==> src/rtl/decoder_pkg.sv <==
// Shared types for the sequenced one-hot decoder: command modes, FSM states, pulse flags.
// No logic here; latency and backpressure are defined by the blocks that import it.
package decoder_pkg;

  typedef enum logic [1:0] {
    MODE_DIRECT = 2'b00,
    MODE_THERM  = 2'b01,
    MODE_SCAN   = 2'b10,
    MODE_RSVD   = 2'b11
  } mode_e;

  typedef enum logic {
    S_IDLE = 1'b0,
    S_SCAN = 1'b1
  } state_e;

  // Registered single-cycle status pulses, bundled so they reset and default together.
  typedef struct packed {
    logic vld;
    logic done;
    logic err;
  } flags_t;

endpackage

==> src/rtl/onehot_dec.sv <==
// Combinational SEL_W -> NUM_OUT one-hot decoder with an in-range flag.
// Zero latency, no handshake; an out-of-range select decodes to all zeros.
module onehot_dec
  import decoder_pkg::*;
#(
  parameter int SEL_W   = 5,
  parameter int NUM_OUT = 32
) (
  input  logic [SEL_W-1:0]   i_sel,
  output logic [NUM_OUT-1:0] o_onehot,
  output logic               o_in_range
);

  // One extra bit so NUM_OUT == 2**SEL_W is representable.
  localparam logic [SEL_W:0] LP_NUM_OUT = (SEL_W+1)'(NUM_OUT);

  assign o_in_range = ({1'b0, i_sel} < LP_NUM_OUT);

  always_comb begin
    o_onehot = '0;
    for (int i = 0; i < NUM_OUT; i++) begin
      o_onehot[i] = (i_sel == SEL_W'(i));
    end
  end

endmodule

==> src/rtl/onehot_decoder_seq.sv <==
// Registered one-hot / thermometer / walking-one scan decoder with range and mode error pulses.
// First dout one cycle after accept; cmd_ready drops only while a scan has beats still to issue.
module onehot_decoder_seq
  import decoder_pkg::*;
#(
  parameter int SEL_W   = 5,
  parameter int NUM_OUT = 32
) (
  input  logic               clk,
  input  logic               rst,
  input  logic               cmd_valid,
  output logic               cmd_ready,
  input  logic [1:0]         cmd_mode,
  input  logic [SEL_W-1:0]   cmd_sel,
  output logic [NUM_OUT-1:0] dout,
  output logic               dout_valid,
  output logic               done,
  output logic               err
);

  localparam logic [NUM_OUT-1:0] LP_ONEHOT0 = NUM_OUT'(1);

  state_e               r_state;
  state_e               w_state_nxt;
  logic [SEL_W-1:0]     r_cnt;
  logic [SEL_W-1:0]     w_cnt_nxt;
  logic [SEL_W-1:0]     r_sel_q;
  logic [SEL_W-1:0]     w_sel_q_nxt;
  logic [SEL_W-1:0]     w_cnt_inc;
  logic [SEL_W-1:0]     w_dec_sel;
  logic [NUM_OUT-1:0]   r_dout;
  logic [NUM_OUT-1:0]   w_dout_nxt;
  logic [NUM_OUT-1:0]   w_onehot;
  logic [NUM_OUT-1:0]   w_therm;
  logic                 w_in_range;
  logic                 w_accept;
  logic                 w_scan_start;
  logic                 w_scan_last;
  mode_e                w_mode;
  flags_t               r_flags;
  flags_t               w_flags_nxt;

  assign cmd_ready    = (r_state == S_IDLE) && !rst;
  assign w_accept     = cmd_valid && cmd_ready;
  assign w_mode       = mode_e'(cmd_mode);
  assign w_cnt_inc    = r_cnt + SEL_W'(1);
  assign w_scan_last  = (w_cnt_inc == r_sel_q);

  // A single decoder serves both the command select and the scan position.
  assign w_dec_sel = (r_state == S_SCAN) ? w_cnt_inc : cmd_sel;

  onehot_dec #(
    .SEL_W   (SEL_W),
    .NUM_OUT (NUM_OUT)
  ) u_dec (
    .i_sel      (w_dec_sel),
    .o_onehot   (w_onehot),
    .o_in_range (w_in_range)
  );

  assign w_therm = (w_onehot - LP_ONEHOT0) | w_onehot;

  // A one-beat scan (sel 0) completes at accept and never leaves IDLE.
  assign w_scan_start = w_accept && w_in_range && (w_mode == MODE_SCAN) && (cmd_sel != '0);

  always_ff @(posedge clk) begin
    if (rst) begin
      r_state <= S_IDLE;
    end else begin
      r_state <= w_state_nxt;
    end
  end

  always_comb begin
    w_state_nxt = r_state;
    case (r_state)
      S_IDLE: if (w_scan_start) w_state_nxt = S_SCAN;
      S_SCAN: if (w_scan_last)  w_state_nxt = S_IDLE;
      default: w_state_nxt = S_IDLE;
    endcase
  end

  always_comb begin
    w_dout_nxt  = r_dout;
    w_cnt_nxt   = r_cnt;
    w_sel_q_nxt = r_sel_q;
    w_flags_nxt = '0;
    case (r_state)
      S_SCAN: begin
        w_cnt_nxt        = w_cnt_inc;
        w_dout_nxt       = w_onehot;
        w_flags_nxt.vld  = 1'b1;
        w_flags_nxt.done = w_scan_last;
      end
      default: begin
        if (w_accept) begin
          // Range check outranks the reserved-mode check.
          if (!w_in_range) begin
            w_dout_nxt      = '0;
            w_flags_nxt.err = 1'b1;
          end else begin
            case (w_mode)
              MODE_DIRECT: begin
                w_dout_nxt       = w_onehot;
                w_flags_nxt.vld  = 1'b1;
                w_flags_nxt.done = 1'b1;
              end
              MODE_THERM: begin
                w_dout_nxt       = w_therm;
                w_flags_nxt.vld  = 1'b1;
                w_flags_nxt.done = 1'b1;
              end
              MODE_SCAN: begin
                w_dout_nxt       = LP_ONEHOT0;
                w_cnt_nxt        = '0;
                w_sel_q_nxt      = cmd_sel;
                w_flags_nxt.vld  = 1'b1;
                w_flags_nxt.done = (cmd_sel == '0);
              end
              default: begin
                w_flags_nxt.err  = 1'b1;
              end
            endcase
          end
        end
      end
    endcase
  end

  always_ff @(posedge clk) begin
    if (rst) begin
      r_dout  <= '0;
      r_cnt   <= '0;
      r_sel_q <= '0;
      r_flags <= '0;
    end else begin
      r_dout  <= w_dout_nxt;
      r_cnt   <= w_cnt_nxt;
      r_sel_q <= w_sel_q_nxt;
      r_flags <= w_flags_nxt;
    end
  end

  assign dout       = r_dout;
  assign dout_valid = r_flags.vld;
  assign done       = r_flags.done;
  assign err        = r_flags.err;

endmodule

==> config.mk <==
export PLATFORM = sky130hd
export DESIGN_NAME = onehot_decoder_seq
export DESIGN_NICKNAME = d
export VERILOG_FILES = /design/src/rtl/decoder_pkg.sv /design/src/rtl/onehot_dec.sv /design/src/rtl/onehot_decoder_seq.sv
export SDC_FILE = /design/constraint.sdc
export NUM_CORES = 1
export LEC_CHECK = 0
export BUFFER_PORTS_ARGS = -buffer_cell sky130_fd_sc_hd__buf_2
export CAP_MARGIN = 20
export CORE_ASPECT_RATIO = 2
export CORE_MARGIN = 3
export CORE_UTILIZATION = 35
export CTS_CLUSTER_SIZE = 25
export DETAILED_ROUTE_END_ITERATION = 10
export PLACE_DENSITY = 0.57
export SLEW_MARGIN = 5
export SYNTH_ARGS = -nofsm -noshare
export SYNTH_HDL_FRONTEND = slang
export SYNTH_HIERARCHICAL = 1
export SYNTH_SLANG_ARGS = --single-unit
==> constraint.sdc <==
create_clock -name clk -period 7.9 [get_ports clk]
set_clock_uncertainty 0.2 [all_clocks]
set_input_delay 1.58 -clock clk [delete_from_list [all_inputs] [get_ports clk]]
set_output_delay 1.58 -clock clk [all_outputs]
set_load 0.01 [all_outputs]
==> impl.org <==
** Outcome
- Status :: complete, no violations

** Final layout
- Most common cell after layout, fill and taps aside :: nor2_1
- The post-route netlist has 18.36% of its cells at a drive strength greater than 1.
- Non-Filler Instances :: approximately 460
- Area growth, synth to finish :: 13.46%
- Flip-flop and latch area :: 920.9 sq um
- Area of the multi-input gates :: 1600 sq um
- Commonest non-fill, non-tap cells in the layout :: 77 x nor2_1, 46 x dfxtp_1, 45 x buf_2
- Layout Cell Area excl Fill :: 3028 sq um
- For this run, the post-layout net count is 380.
- The layout has 785 filler cells.
- Count of inserted antenna diode cells :: 0

** Placement
- Dpl cell area :: 2895 sq um
- Once placement completed, the tool counted placed cells totaling between 400 and 500.
- Prior to clock tree synthesis, the placed netlist has a worst setup slack of about 3600 ps.
- Dpl hpwl :: ~5500 um
- PortBufs :: between 40 and 50
- Routability-driven placement finished with a final weighted congestion of roughly 0.94.

** Detailed routing
- Total length of routed met2 wires :: approximately 3900 um
- Highest routed layer :: met4
- In the routed design, unresolved DRC markers number 0.
- The routed design has 7246 um of wire.
- Across all layers, the routed design uses 2533 vias.
- Number of design-rule violations left by the first detailed-router iteration :: 119
- In the final routed layout, each cell accounts on average for 15.86 um.
- Number of optimization iterations in the first detailed-route pass :: 4
- Using the TritonRoute via totals, the vias-per-cell ratio works out to 5.543.
- Count of antenna-violating nets left after detailed routing :: 0
- After detailed routing, the wire length on met1 is 2668 um.
- Routed wl met3 :: 322 um

** Clock tree
- Once the clock tree was built, the resizer swapped 0 gates to a different size.
- The clock reaches the later pin of the worst-skew pair after 290 ps.
- Clock-pin slew was measured on the worst setup and hold paths at 60 ps.
- H-tree depth :: 2
- The clock drives 46 sinks.
- The number of setup buffers added after CTS is 0.
- TritonCTS built the clock tree.
- In this run, CTS created clock tree buffers numbering 5.
- The clock passes through at most 2 buffers.
- Hold bufs inserted after CTS :: 0
- In this run the clock root is driven by a clkbuf_16.

** Worst setup path
- Launching element of the worst setup path :: rst
- Measured in cells, the most critical reg-to-reg path has a length of 11.
- Launch point of the worst reg-to-reg path :: r_cnt[0]
- Worst Setup EP :: cmd_ready
- On the critical path the largest part of the delay comes from buffers and inverters.
- The critical path goes through buf_2 > nor2_1 > buf_2.
- Terminus of the critical flop-to-flop path :: dout[27]
- STA classifies the critical path startpoint as an input pin.
- Depth of the critical timing path with buffers and inverters included :: 3
- Buffers plus inverters on the worst setup path :: 2
- The setup path with the least slack is of type input pin to primary output.
- Type of destination of the critical path :: primary output
- For this design, the slowest cell found on the critical path is buf_2.
- For this run, the slowest stage of the critical path takes 640 ps.
- Data arrives at the worst endpoint at 2490 ps.
- For the worst setup path, the data required time is 6120 ps.
- Critical-path maximum fanout :: 49
- In this design, the critical path's most frequently occurring cell is buf_2.
- Flop-to-flop setup slack :: 4200 ps

** Synthesis
- Of the total synthesized cell area, the portion taken by full adders, half adders and majority gates is under 10%.
- Sequential element share of the synthesized area :: 34.51%
- Multiplexer share of the synthesized area :: 3.047%
- In this run the biggest area consumer among cell types represents 34.51% of the synthesized area.
- For this run, the leading register cell type out of synthesis is dfxtp_1.
- The synthesized netlist devotes 32.11% of its cell area to simple gates.
- By area, the combinational part of the netlist is dominated by simple AND/OR/NAND/NOR gates.
- After synthesis, the share of flip-flops with an asynchronous set or reset is 0%.
- Syn_area_per_cell :: 7.990 sq um
- Library cells used by synthesis :: 58
- The biggest area contributor in the post-synthesis netlist is dfxtp_1.
- Number of flip-flops and latches in the synthesized netlist :: between 40 and 50
- The number of nets in the synthesized netlist is 349.
- The synthesized netlist occupies a cell area of 2669 sq um.
- Yosys printed 6 warnings.
- Ranked by total cell area, the synthesized netlist is headed by dfxtp_1 35%, nor2_1 11%, a21oi_1 4.1%.
- The synthesized netlist devotes 19.69% of its cell area to compound gates.
- Gate count after technology mapping :: approximately 330
- Share of the synthesized netlist area taken by xor and xnor gates :: roughly 2.6%
- The synthesized design contains 0 enable-type register cells.

** Timing
- RSZ-0062 raised after global routing :: no
- After layout, the worst setup slack is ~3600 ps.
- The worst pin sits at a relative slew slack of 42.31%.
- Hold is met by approximately 250 ps.
- Adding up every negative setup slack in the final design gives 0 ps.
- The clock period could shrink to 4274 ps.
- Transition at the pin with the smallest max-transition slack :: 865.4 ps
- Setup Viol. Count Final :: 0
- Final clock period utilization by the worst path :: 54.10%
- The total count of max-transition violations in the final report came to 0.
- Final hold vios :: 0
- Derived from the worst setup path, the maximum achievable clock frequency is around 230 MHz.

** Power
- Power per cell area :: 180.2 nW/um^2
- IR analysis of the VDD net gives a maximum drop of approximately 0.09 mV.
- Summed over all cells, the static leakage comes to about 1.2 nW.

** Floorplanning
- The die covers 8772 sq um.
- Number of placement rows :: 44
- In this run the horizontal extent of the chip is 67.75 um.
- Once the floorplan was initialized, standard cells occupied roughly 36% of the core.
- I/O pins :: 46
- After floorplanning, the core was sized to cover 7322 sq um.
- The die is 129.5 um tall.

** Global route
- The number of antenna violations at the first check in global routing was 0.
- The first global-routing pass estimated 11960 um of wire.
- Total global-route track usage :: about 18%
- Leftover overflow at the end of global routing :: 0
- Largest net degree at the start of global routing :: 50
- Number of global-route vias before repair :: around 2500

** Worst hold path
- Class of the tightest hold or removal check :: register to register

** Run
- Max cap viols :: 0
## cells in the mapped netlist (all sizes together) (2+ instances only)
library cell	number
nor2	77
dfxtp	46
a21oi	22
nor3	20
clkbuf	15
a221oi	12
a22oi	10
nand2	8
nand3b	8
buf	7
mux2i	7
nor2b	7
nand2b	6
nand3	6
nor3b	6
a211oi	5
ha	5
inv	5
o21ai	5
and3	4
o22ai	4
xnor2	4
xor2	4
a21o	3
nor4	3
or2	3
or3b	3
or4	3
a32o	2
and2	2
nand4	2
o211ai	2
or3	2
## where the power goes
group | switching [mW] | total [mW] | internal [mW]
Combinational | 0.0642 | 0.100 | 0.0362
Sequential | 0.00429 | 0.246 | 0.242
Clock | 0.0835 | 0.199 | 0.116
Total | 0.152 | 0.546 | 0.394
## through the flow
step	utilization, %	power (mW)
finish	41.35	0.5457
global route	41.35	0.5708
CTS	41.35	0.5510
detailed placement	39.54	0.3518
global placement	39.54	0.3511
floorplan	-	0.3250
## layout make-up
type	count	area share, %
well taps	92	3.802
flip-flops and latches	46	30.41
multi-input cells	260	52.85
inverters	5	0.6198
clock buffers	7	4.380
repair buffers	47	7.934
## sequential cells by signal (all words and copies together), names as in the netlist
signal,count
dout_valid,1
r_sel_q,5
done,1
r_state,1
r_cnt,5
dout,32
err,1
## cell families after synthesis
group,Yosys count
and+or+nand+nor,163
AOI/OAI and AO/OA,75
DFF,46
buffers and inverters,28
xor gates and xnor gates,8
muxes,8
adders and majority gates,5
other,1
## tightest hold or removal path: stages (launching register included)
cell     delay (ps)
dfxtp_1         310
nand2_1          50
a21oi_1          50
## how the worst min path moves through the flow
| stage | startpoint | endpoint | slack [ps] | cells past startpoint |
|---|---|---|---|---|
| 6_report | dout[3] | dout[3] | 250 | 2 |
| 5_1_grt | dout[0] | dout[0] | 280 | 2 |
| 4_1_cts | dout[3] | dout[3] | 250 | 2 |
| 3_5_place_dp | dout[3] | dout[3] | 250 | 2 |
| 3_3_place_gp | dout[3] | dout[3] | 250 | 2 |
| 2_1_floorplan | dout[0] | dout[0] | 280 | 2 |
## layer usage
metal	vias to the layer above	track usage (%)
li1	1266	-
met1	1162	18.25
met2	83	32.57
met3	22	2.515
met4	0	11.36
met5	-	0
Power figures use the tool's default switching activity.
